<file path="src/rtl/imem_pkg.sv">
// imem_pkg: shared types and constants for the instruction-store boot controller.
//   - state_e          : controller phases (clear, load, run)
//   - DEPTH / DATA_W   : store geometry
//   - IDX_W / CNT_W    : word-index and load-count widths
//   - PC_IDX_HI/LO     : byte-address bits that select a word
//   - PC_TOP_LO        : lowest byte-address bit that lies beyond the store
package imem_pkg;

  localparam int DEPTH     = 32;
  localparam int DATA_W    = 32;
  localparam int IDX_W     = $clog2(DEPTH);
  localparam int CNT_W     = IDX_W + 1;
  localparam int PC_W      = 32;
  localparam int PC_IDX_LO = 2;
  localparam int PC_IDX_HI = PC_IDX_LO + IDX_W - 1;
  localparam int PC_TOP_LO = PC_IDX_HI + 1;

  localparam logic [IDX_W-1:0] LAST_IDX = IDX_W'(DEPTH - 1);

  typedef enum logic [1:0] {
    ST_CLEAR = 2'd0,
    ST_LOAD  = 2'd1,
    ST_RUN   = 2'd2
  } state_e;

endpackage

</file>
<file path="src/rtl/imem_store.sv">
// imem_store: DEPTH x DATA_W instruction RAM.
//   clk_i    : write clock
//   we_i     : write enable, sampled on rising edge
//   waddr_i  : write word index
//   wdata_i  : write data
//   raddr_i  : read word index (combinational read)
//   rdata_o  : read data
module imem_store
  import imem_pkg::*;
(
  input  logic              clk_i,
  input  logic              we_i,
  input  logic [IDX_W-1:0]  waddr_i,
  input  logic [DATA_W-1:0] wdata_i,
  input  logic [IDX_W-1:0]  raddr_i,
  output logic [DATA_W-1:0] rdata_o
);

  logic [DATA_W-1:0] mem_q [DEPTH];

  // Synchronous write port; contents are initialised by the controller's clear pass.
  always_ff @(posedge clk_i) begin
    if (we_i) begin
      mem_q[waddr_i] <= wdata_i;
    end
  end

  assign rdata_o = mem_q[raddr_i];

endmodule

</file>
<file path="src/rtl/imem_boot_ctrl.sv">
// imem_boot_ctrl: clears the instruction store, loads a program from a
// valid/ready word stream, then serves combinational CPU fetches.
//   clk_i, rst_i         : clock, synchronous active-high reset
//   load_req_i           : request clear-and-reload (acted on only while running)
//   ld_valid_i/ld_data_i/ld_last_i, ld_ready_o : loader word stream
//   cpu_pc_i, cpu_instr_o, cpu_stall_o         : CPU fetch path
//   done_o               : program loaded, CPU running
//   count_o, ovf_o       : words written by last load, store filled without last
//   pc_err_o             : fetch address lies beyond the store
module imem_boot_ctrl
  import imem_pkg::*;
(
  input  logic              clk_i,
  input  logic              rst_i,
  input  logic              load_req_i,
  input  logic              ld_valid_i,
  input  logic [DATA_W-1:0] ld_data_i,
  input  logic              ld_last_i,
  output logic              ld_ready_o,
  input  logic [PC_W-1:0]   cpu_pc_i,
  output logic [DATA_W-1:0] cpu_instr_o,
  output logic              cpu_stall_o,
  output logic              done_o,
  output logic [CNT_W-1:0]  count_o,
  output logic              ovf_o,
  output logic              pc_err_o
);

  state_e            state_q, state_d;
  logic [IDX_W-1:0]  clr_ptr_q, clr_ptr_d;
  logic [IDX_W-1:0]  wr_ptr_q, wr_ptr_d;
  logic [CNT_W-1:0]  count_q, count_d;
  logic              ovf_q, ovf_d;
  logic              accept_s;
  logic              we_s;
  logic [IDX_W-1:0]  waddr_s;
  logic [DATA_W-1:0] wdata_s;
  logic [IDX_W-1:0]  raddr_s;
  logic [DATA_W-1:0] rdata_s;
  logic              pc_lsb_unused_s;

  // Byte offset within a word is ignored: misaligned fetches truncate to the word.
  assign pc_lsb_unused_s = ^cpu_pc_i[PC_IDX_LO-1:0];
  assign raddr_s         = cpu_pc_i[PC_IDX_HI:PC_IDX_LO];
  assign pc_err_o        = |cpu_pc_i[PC_W-1:PC_TOP_LO];
  assign accept_s        = (state_q == ST_LOAD) && ld_valid_i;
  assign count_o         = count_q;
  assign ovf_o           = ovf_q;

  imem_store u_store (
    .clk_i   (clk_i),
    .we_i    (we_s),
    .waddr_i (waddr_s),
    .wdata_i (wdata_s),
    .raddr_i (raddr_s),
    .rdata_o (rdata_s)
  );

  // State register.
  always_ff @(posedge clk_i) begin
    if (rst_i) begin
      state_q <= ST_CLEAR;
    end else begin
      state_q <= state_d;
    end
  end

  // Next-state logic.
  always_comb begin
    state_d = state_q;
    case (state_q)
      ST_CLEAR: begin
        if (clr_ptr_q == LAST_IDX) state_d = ST_LOAD;
        else                       state_d = ST_CLEAR;
      end
      ST_LOAD: begin
        // Either an explicit last word or a full store ends the load.
        if (accept_s && (ld_last_i || (wr_ptr_q == LAST_IDX))) state_d = ST_RUN;
        else                                                   state_d = ST_LOAD;
      end
      ST_RUN: begin
        if (load_req_i) state_d = ST_CLEAR;
        else            state_d = ST_RUN;
      end
      default: state_d = ST_CLEAR;
    endcase
  end

  // Next values for clear/write pointers, load count and overflow flag.
  always_comb begin
    clr_ptr_d = clr_ptr_q;
    wr_ptr_d  = wr_ptr_q;
    count_d   = count_q;
    ovf_d     = ovf_q;
    case (state_q)
      ST_CLEAR: begin
        clr_ptr_d = clr_ptr_q + IDX_W'(1);
      end
      ST_LOAD: begin
        if (accept_s) begin
          wr_ptr_d = wr_ptr_q + IDX_W'(1);
          count_d  = count_q + CNT_W'(1);
          if (!ld_last_i && (wr_ptr_q == LAST_IDX)) ovf_d = 1'b1;
          else                                      ovf_d = ovf_q;
        end else begin
          wr_ptr_d = wr_ptr_q;
        end
      end
      ST_RUN: begin
        // Entering the clear pass starts a fresh load record.
        if (load_req_i) begin
          clr_ptr_d = {IDX_W{1'b0}};
          wr_ptr_d  = {IDX_W{1'b0}};
          count_d   = {CNT_W{1'b0}};
          ovf_d     = 1'b0;
        end else begin
          ovf_d = ovf_q;
        end
      end
      default: begin
        clr_ptr_d = {IDX_W{1'b0}};
        wr_ptr_d  = {IDX_W{1'b0}};
        count_d   = {CNT_W{1'b0}};
        ovf_d     = 1'b0;
      end
    endcase
  end

  // Pointer, count and overflow registers.
  always_ff @(posedge clk_i) begin
    if (rst_i) begin
      clr_ptr_q <= {IDX_W{1'b0}};
      wr_ptr_q  <= {IDX_W{1'b0}};
      count_q   <= {CNT_W{1'b0}};
      ovf_q     <= 1'b0;
    end else begin
      clr_ptr_q <= clr_ptr_d;
      wr_ptr_q  <= wr_ptr_d;
      count_q   <= count_d;
      ovf_q     <= ovf_d;
    end
  end

  // Outputs and store write-port mux (clear writes zero, load writes stream data).
  always_comb begin
    ld_ready_o  = 1'b0;
    cpu_stall_o = 1'b1;
    done_o      = 1'b0;
    cpu_instr_o = {DATA_W{1'b0}};
    we_s        = 1'b0;
    waddr_s     = clr_ptr_q;
    wdata_s     = {DATA_W{1'b0}};
    case (state_q)
      ST_CLEAR: begin
        we_s    = ~rst_i;
        waddr_s = clr_ptr_q;
      end
      ST_LOAD: begin
        ld_ready_o = 1'b1;
        we_s       = accept_s && !rst_i;
        waddr_s    = wr_ptr_q;
        wdata_s    = ld_data_i;
      end
      ST_RUN: begin
        cpu_stall_o = 1'b0;
        done_o      = 1'b1;
        if (pc_err_o) cpu_instr_o = {DATA_W{1'b0}};
        else          cpu_instr_o = rdata_s;
      end
      default: begin
        cpu_stall_o = 1'b1;
      end
    endcase
  end

endmodule

</file>
<file path="config.mk">
export PLATFORM = sky130hd
export DESIGN_NAME = imem_boot_ctrl
export DESIGN_NICKNAME = d
export VERILOG_FILES = /design/src/rtl/imem_pkg.sv /design/src/rtl/imem_store.sv /design/src/rtl/imem_boot_ctrl.sv
export SDC_FILE = /design/constraint.sdc
export NUM_CORES = 1
export LEC_CHECK = 0
export ABC_AREA = 1
export CAP_MARGIN = 10
export CORE_MARGIN = 2
export CORE_UTILIZATION = 42
export DETAILED_ROUTE_END_ITERATION = 12
export PLACE_DENSITY = 0.69
export SLEW_MARGIN = 0
export SYNTH_ARGS = -nofsm -noshare
export SYNTH_HDL_FRONTEND = slang
export SYNTH_SLANG_ARGS = --single-unit
</file>
<file path="constraint.sdc">
create_clock -name clk_i -period 4.3 [get_ports clk_i]
set_input_delay 0.86 -clock clk_i [delete_from_list [all_inputs] [get_ports clk_i]]
set_output_delay 0.86 -clock clk_i [all_outputs]
set_load 0.005 [all_outputs]
</file>
# After elaboration in Yosys (flattened, before gate mapping)
# Memory sizes are Yosys's and may differ from the RTL's.
# Cells that the tools add are included.
dict set report word_totals {
  ff_bits 19
  mem_bits_rw 1024
  inputBits 69
  out_inout_bits 43
  wordCells 56
  n_memories 1
}
dict set report classes {
  n_addsub 3
  eq_ne 7
  n_mux 25
  n_bitwise 3
  n_reduce_logical 12
}
# memory depth width rd rd_clocked_by_memory_dff write_ports line
set memory_table {}
lappend memory_table {u_store.mem_q 32 32 1 0 1 imem_store.sv:19} ;# logic [DATA_W-1:0] mem_q [DEPTH];
# op count
set ops {}
lappend ops {{two-way mux 32 bit} 3}
lappend ops {{case mux 5 bit (3 select lines)} 2}
lappend ops {{OR reduction 25 bit} 1}
lappend ops {{case mux 6 bit (3 select lines)} 1}
lappend ops {{two-way mux 5 bit} 3}
lappend ops {{two-way mux 6 bit} 2}
lappend ops {{adder 5 x 1 -> 5 bit, second input constant} 2}
lappend ops {{equality test 5 bit, second input constant} 2}
lappend ops {{two-way mux 1 bit} 9}
lappend ops {{adder 6 x 1 -> 6 bit, second input constant} 1}
lappend ops {{case mux 2 bit (3 select lines)} 1}
lappend ops {{logical AND 1 bit} 4}
lappend ops {{two-way mux 2 bit} 2}
lappend ops {{!= test 2 bit, second input constant} 2}
lappend ops {{AND reduction 4 bit} 1}
lappend ops {{inverter 1 bit} 3}
lappend ops {{case mux 1 bit (3 select lines)} 1}
lappend ops {{AND reduction 3 bit} 1}
lappend ops {{equality test 2 x 1 -> 1 bit, second input constant} 1}
lappend ops {{equality test 2 bit, second input constant} 1}
lappend ops {{zero test 1 bit} 2}
lappend ops {{zero test 2 bit} 1}
lappend ops {{!= test 2 x 1 -> 1 bit, second input constant} 1}
lappend ops {{case mux 1 bit (2 select lines)} 1}
lappend ops {{2 further kinds} 2}

# Depth between registers and ports, before layout
dict set report logic_depth {
  word_depth 6
  depth_mapped 12
  mapped_depth_nobuf 9
}

# By module
# From an unflattened synthesis, not the netlist that was laid out.
dict set report hier_totals {
  hier_cells 3812
  area_unflattened_um2 43419.1
}
# mod n_inst cells_per_inst area_each_um2 seq_area_each_um2
set by_module_without_submodules {}
lappend by_module_without_submodules {imem_store 1 3504 41765.1 30749.5}
lappend by_module_without_submodules {imem_boot_ctrl 1 308 1654.1 380.4}

# Worst setup path before layout
# No wires, ideal clock.
dict set report synth_timing {
  path_type {input port to flip-flop}
  from {in ld_valid_i}
  to {mem u_store.mem_q[0][0] (enable)}
  setup_ns 0.421
  t_arrival_ns 2.910
  required_time_ns 3.879
  path_slack_ns 0.968
  path_stages 4
  n_path_buf 0
  cell_sequence {inv_1 > a211oi_1 > nand3_1 > nor2_1}
}
dict set report synth_between {
  elab_chain_len 5
}
# item line
set synth_lines {}
lappend synth_lines {{from (decl)} imem_boot_ctrl.sv:16} ;# input logic ld_valid_i,
lappend synth_lines {{logical AND 1 bit} imem_boot_ctrl.sv:46} ;# assign accept_s = (state_q == ST_LOAD) && ld_valid_i;
lappend synth_lines {{logical AND 1 bit} imem_boot_ctrl.sv:160} ;# we_s = accept_s && !rst_i;
lappend synth_lines {{case mux 1 bit (2 select lines)} imem_boot_ctrl.sv:153} ;# case (state_q)
lappend synth_lines {{two-way mux 1 bit} imem_store.sv:23} ;# if (we_i) begin
lappend synth_lines {{two-way mux 1 bit (not written as such)} imem_store.sv:24} ;# mem_q[waddr_i] <= wdata_i;
lappend synth_lines {{to (decl)} imem_store.sv:19}
# No other way between the ends.

# Worst setup path after layout
dict set report layout_timing {
  from {in cpu_pc_i[30]}
  to {out cpu_instr_o[9]}
}
dict set report layout_between {
  elab_chain_len 3
}
# item line
set layout_lines {}
lappend layout_lines {{from (decl)} imem_boot_ctrl.sv:20} ;# input logic [PC_W-1:0] cpu_pc_i,
lappend layout_lines {{OR reduction 25 bit} imem_boot_ctrl.sv:45} ;# assign pc_err_o = |cpu_pc_i[PC_W-1:PC_TOP_LO];
lappend layout_lines {{two-way mux 32 bit} imem_boot_ctrl.sv:167} ;# if (pc_err_o) cpu_instr_o = {DATA_W{1'b0}};
lappend layout_lines {{two-way mux 32 bit} imem_boot_ctrl.sv:153}
lappend layout_lines {{to (decl)} imem_boot_ctrl.sv:21} ;# output logic [DATA_W-1:0] cpu_instr_o,
# No other way between the ends.

==> flow_metrics.tcl <==
set metrics [dict create \
    drt-total-wl_um 121000 \
    status "finished clean" \
    critPathLaunchType "primary input" \
    synthArstFlopShare_pct 0 \
    min_from "ovf_o" \
    min_period_over_period_pct 98.8 \
    first_pass_iters 5 \
    r2r_setup_slack_ns 1.46 \
    gp_congestion 0.837 \
    r2r_end "u_store.mem_q[13][17]" \
    r2r_start "state_q[1]" \
    p_leak_nw 20.3 \
    worst_pin_slew_ns 1.16 \
    cp-end-kind "output port" \
    critical_path_required_ns 3.44 \
    clkLatencyLatePin_ns 0.68 \
    grt_pass1_wl_um 180000 \
    drive_gt1_share_pct 8.77 \
    mostFrequentLayoutCells "nand2_1 (1257), edfxtp_1 (1024), nand3_1 (522)" \
    whs_path_depth 1 \
    clk_transition_reported_paths_ns 0.06 \
    relSlewSlack_pct 22.5 \
    preCtsSetupSlack_ns -0.215 \
    synth_nets 4217 \
    n_antenna_cell 0 \
    setup_ws_ns 0.0523 \
    core_area_sq_um 105000 \
    skew_ns 0.0195 \
    placementRows 119 \
    setup-tns-final_ns 0 \
    power.total_mw 21.1 \
    grt_max_degree 86 \
    portBuffers 109 \
    post_dp_cell_area_sq_um 47900 \
    dominantRegCellSynth "edfxtp_1" \
    final_area_sq_um 51200 \
    ir_drop_mv 0.327 \
    worstPathMaxFanout 10 \
    htree_levels 3 \
    cts_buffer_depth 3 \
    routed-via-count 30710 \
    reg2regPathDepth 6 \
    wl_per_cell_um 20.9 \
    clock_sinks 1043 \
    min_period_ns 4.25 \
    via_per_inst 5.32 \
    grtUsageTotal_pct 22.0 \
    root_buffer "clkbuf_16" \
    finalHoldViolCount 0 \
    dpl.hpwl_um 67200 \
    numCtsBuffers 97 \
    min_to "ovf_o" \
    ant_nets 0 \
    grt_pass1_vias 29148 \
    die_area_sq_um 108000 \
    initial_core_util_pct 42.2 \
    die_w_um 329 \
    yosysSeqAreaShare_pct 70.1 \
    antenna_found_initial 2 \
    synth_cell_types 32 \
    final_common_cell "nand2_1" \
    cts_setup_buffers 0 \
    powerDensity_nw_per_um2 411 \
    dieHeight_um 329 \
    crit_arrival_ns 3.39 \
    drv_cap 0 \
    setup_viol 0 \
    slew_viol_final 0 \
    criticalPathCategory "in2out" \
    synth_area_sq_um 44400 \
    drc 0 \
    drtIter0Drc 3612 \
    tritoncts "done" \
    ioPinCount 112 \
    ys_seq_elements 1043 \
    layout.nets 4368 \
    hold_slack_ns 0.480 \
    yosys_warnings 0 \
    area_delta_synth_final_pct 15.5 \
    fmax_mhz 235 \
    synth-edff-count 1024 \
    synthCells 4143 \
    syn_area_per_cell_sq_um 10.7 \
    hold_class "reg2reg" \
    grt-ovfl-total 0 \
]
## per-stage QoR
| stage | util (%) | cells |
|---|---|---|
| 2_1_floorplan | - | 4143 |
| 5_1_grt | 48.8 | 5768 |
| 3_5_place_dp | 45.6 | 5582 |
| 3_3_place_gp | 45.6 | 5582 |
| 4_1_cts | 48.7 | 5764 |
| 6_report | 48.8 | 5768 |
## metal layers
layer	vias to the layer above	GRT usage [%]	wire length [um]
met5	-	0	7
met4	2	8.09	3920
met3	241	3.26	12600
met2	1656	35.4	56600
met1	14738	30.5	47700
li1	14073	-	-
## flip-flops by register name, indices dropped and copies added (netlist names)
register,flops
u_store.mem_q,1024
count_o,6
clr_ptr_q,5
wr_ptr_q,5
state_q,2
ovf_o,1
## power breakdown
| group | switching (mW) | internal (mW) | total (mW) |
|---|---|---|---|
| logic | 0.786 | 0.377 | 1.16 |
| registers | 0.0150 | 11.1 | 11.1 |
| clock network | 3.80 | 5.02 | 8.82 |
## final cells by class
type / instances / area [sq um]
multi-input cells: 2444 / 10600
inverters: 430 / 1630
repair buffers: 278 / 2840
clock buffers: 114 / 2570
clock inverters: 68 / 682
flip-flops and latches: 1043 / 31100
well taps: 1391 / 1740
fillers: 9143 / 53900
## cells by family (layout without fill, tap and decap cells)
kind of cell               Yosys count  in the layout  synth area share [%]
and+or+nand+nor                   2206           2206                  20.2
buffers and inverters              656            890                  6.59
DFF                               1043           1043                  70.1
adders and majority gates            5              5                 0.141
AOI/OAI and AO/OA                  232            232                  2.89
xor gates and xnor gates             1              1                0.0197
## critical path, stage by stage
cell             delay, ns
clkdlybuf4s50_1       0.39
or2_0                 0.22
nor3_1                0.17
nand3b_1              0.18
nor2_4                0.17
buf_4                 0.28
buf_4                 0.21
nand2_1               0.09
nor2_4                0.22
clkdlybuf4s50_1       0.57
## cell usage after synthesis, types with 2 or more instances
library cell     n  area [sq um]
inv_2            5          18.8
dfxtp_1         19           380
buf_6           28           315
ha_1             5          62.6
buf_4           47           353
inv_1          425          1600
o21ai_0        146           731
nand3_1        522          2610
a21oi_1         21           105
buf_2           60           300
nor2_1         410          1540
nor3_1           5          25.0
nand4_1          3          18.8
nor2_2           2          12.5
clkbuf_1        68           255
buf_1           23          86.3
o211ai_1        39           293
nand2_1       1257          4720
a211oi_1         3          22.5
a22oi_1          2          15.0
o21ai_1         17          85.1
edfxtp_1      1024         30700
nor3b_1          3          22.5
## timing repair
item                       CTS  global route
hold buffers                 0             0
cloned                       0             0
setup endpoints to repair    6             4
resized for setup            8             4
## how the worst max path moves through the flow
stage,from,cells after the start,end,slack [ns]
3_5_place_dp,cpu_pc_i[30],10,cpu_instr_o[28],-0.22
6_report,cpu_pc_i[30],10,cpu_instr_o[9],0.05
3_3_place_gp,cpu_pc_i[30],10,cpu_instr_o[28],-0.25
5_1_grt,cpu_pc_i[30],10,cpu_instr_o[28],-0.002
4_1_cts,cpu_pc_i[30],10,cpu_instr_o[7],0.02
2_1_floorplan,ld_valid_i,4,u_store.mem_q[0][0],0.97
(Power assumes the default switching activity.)
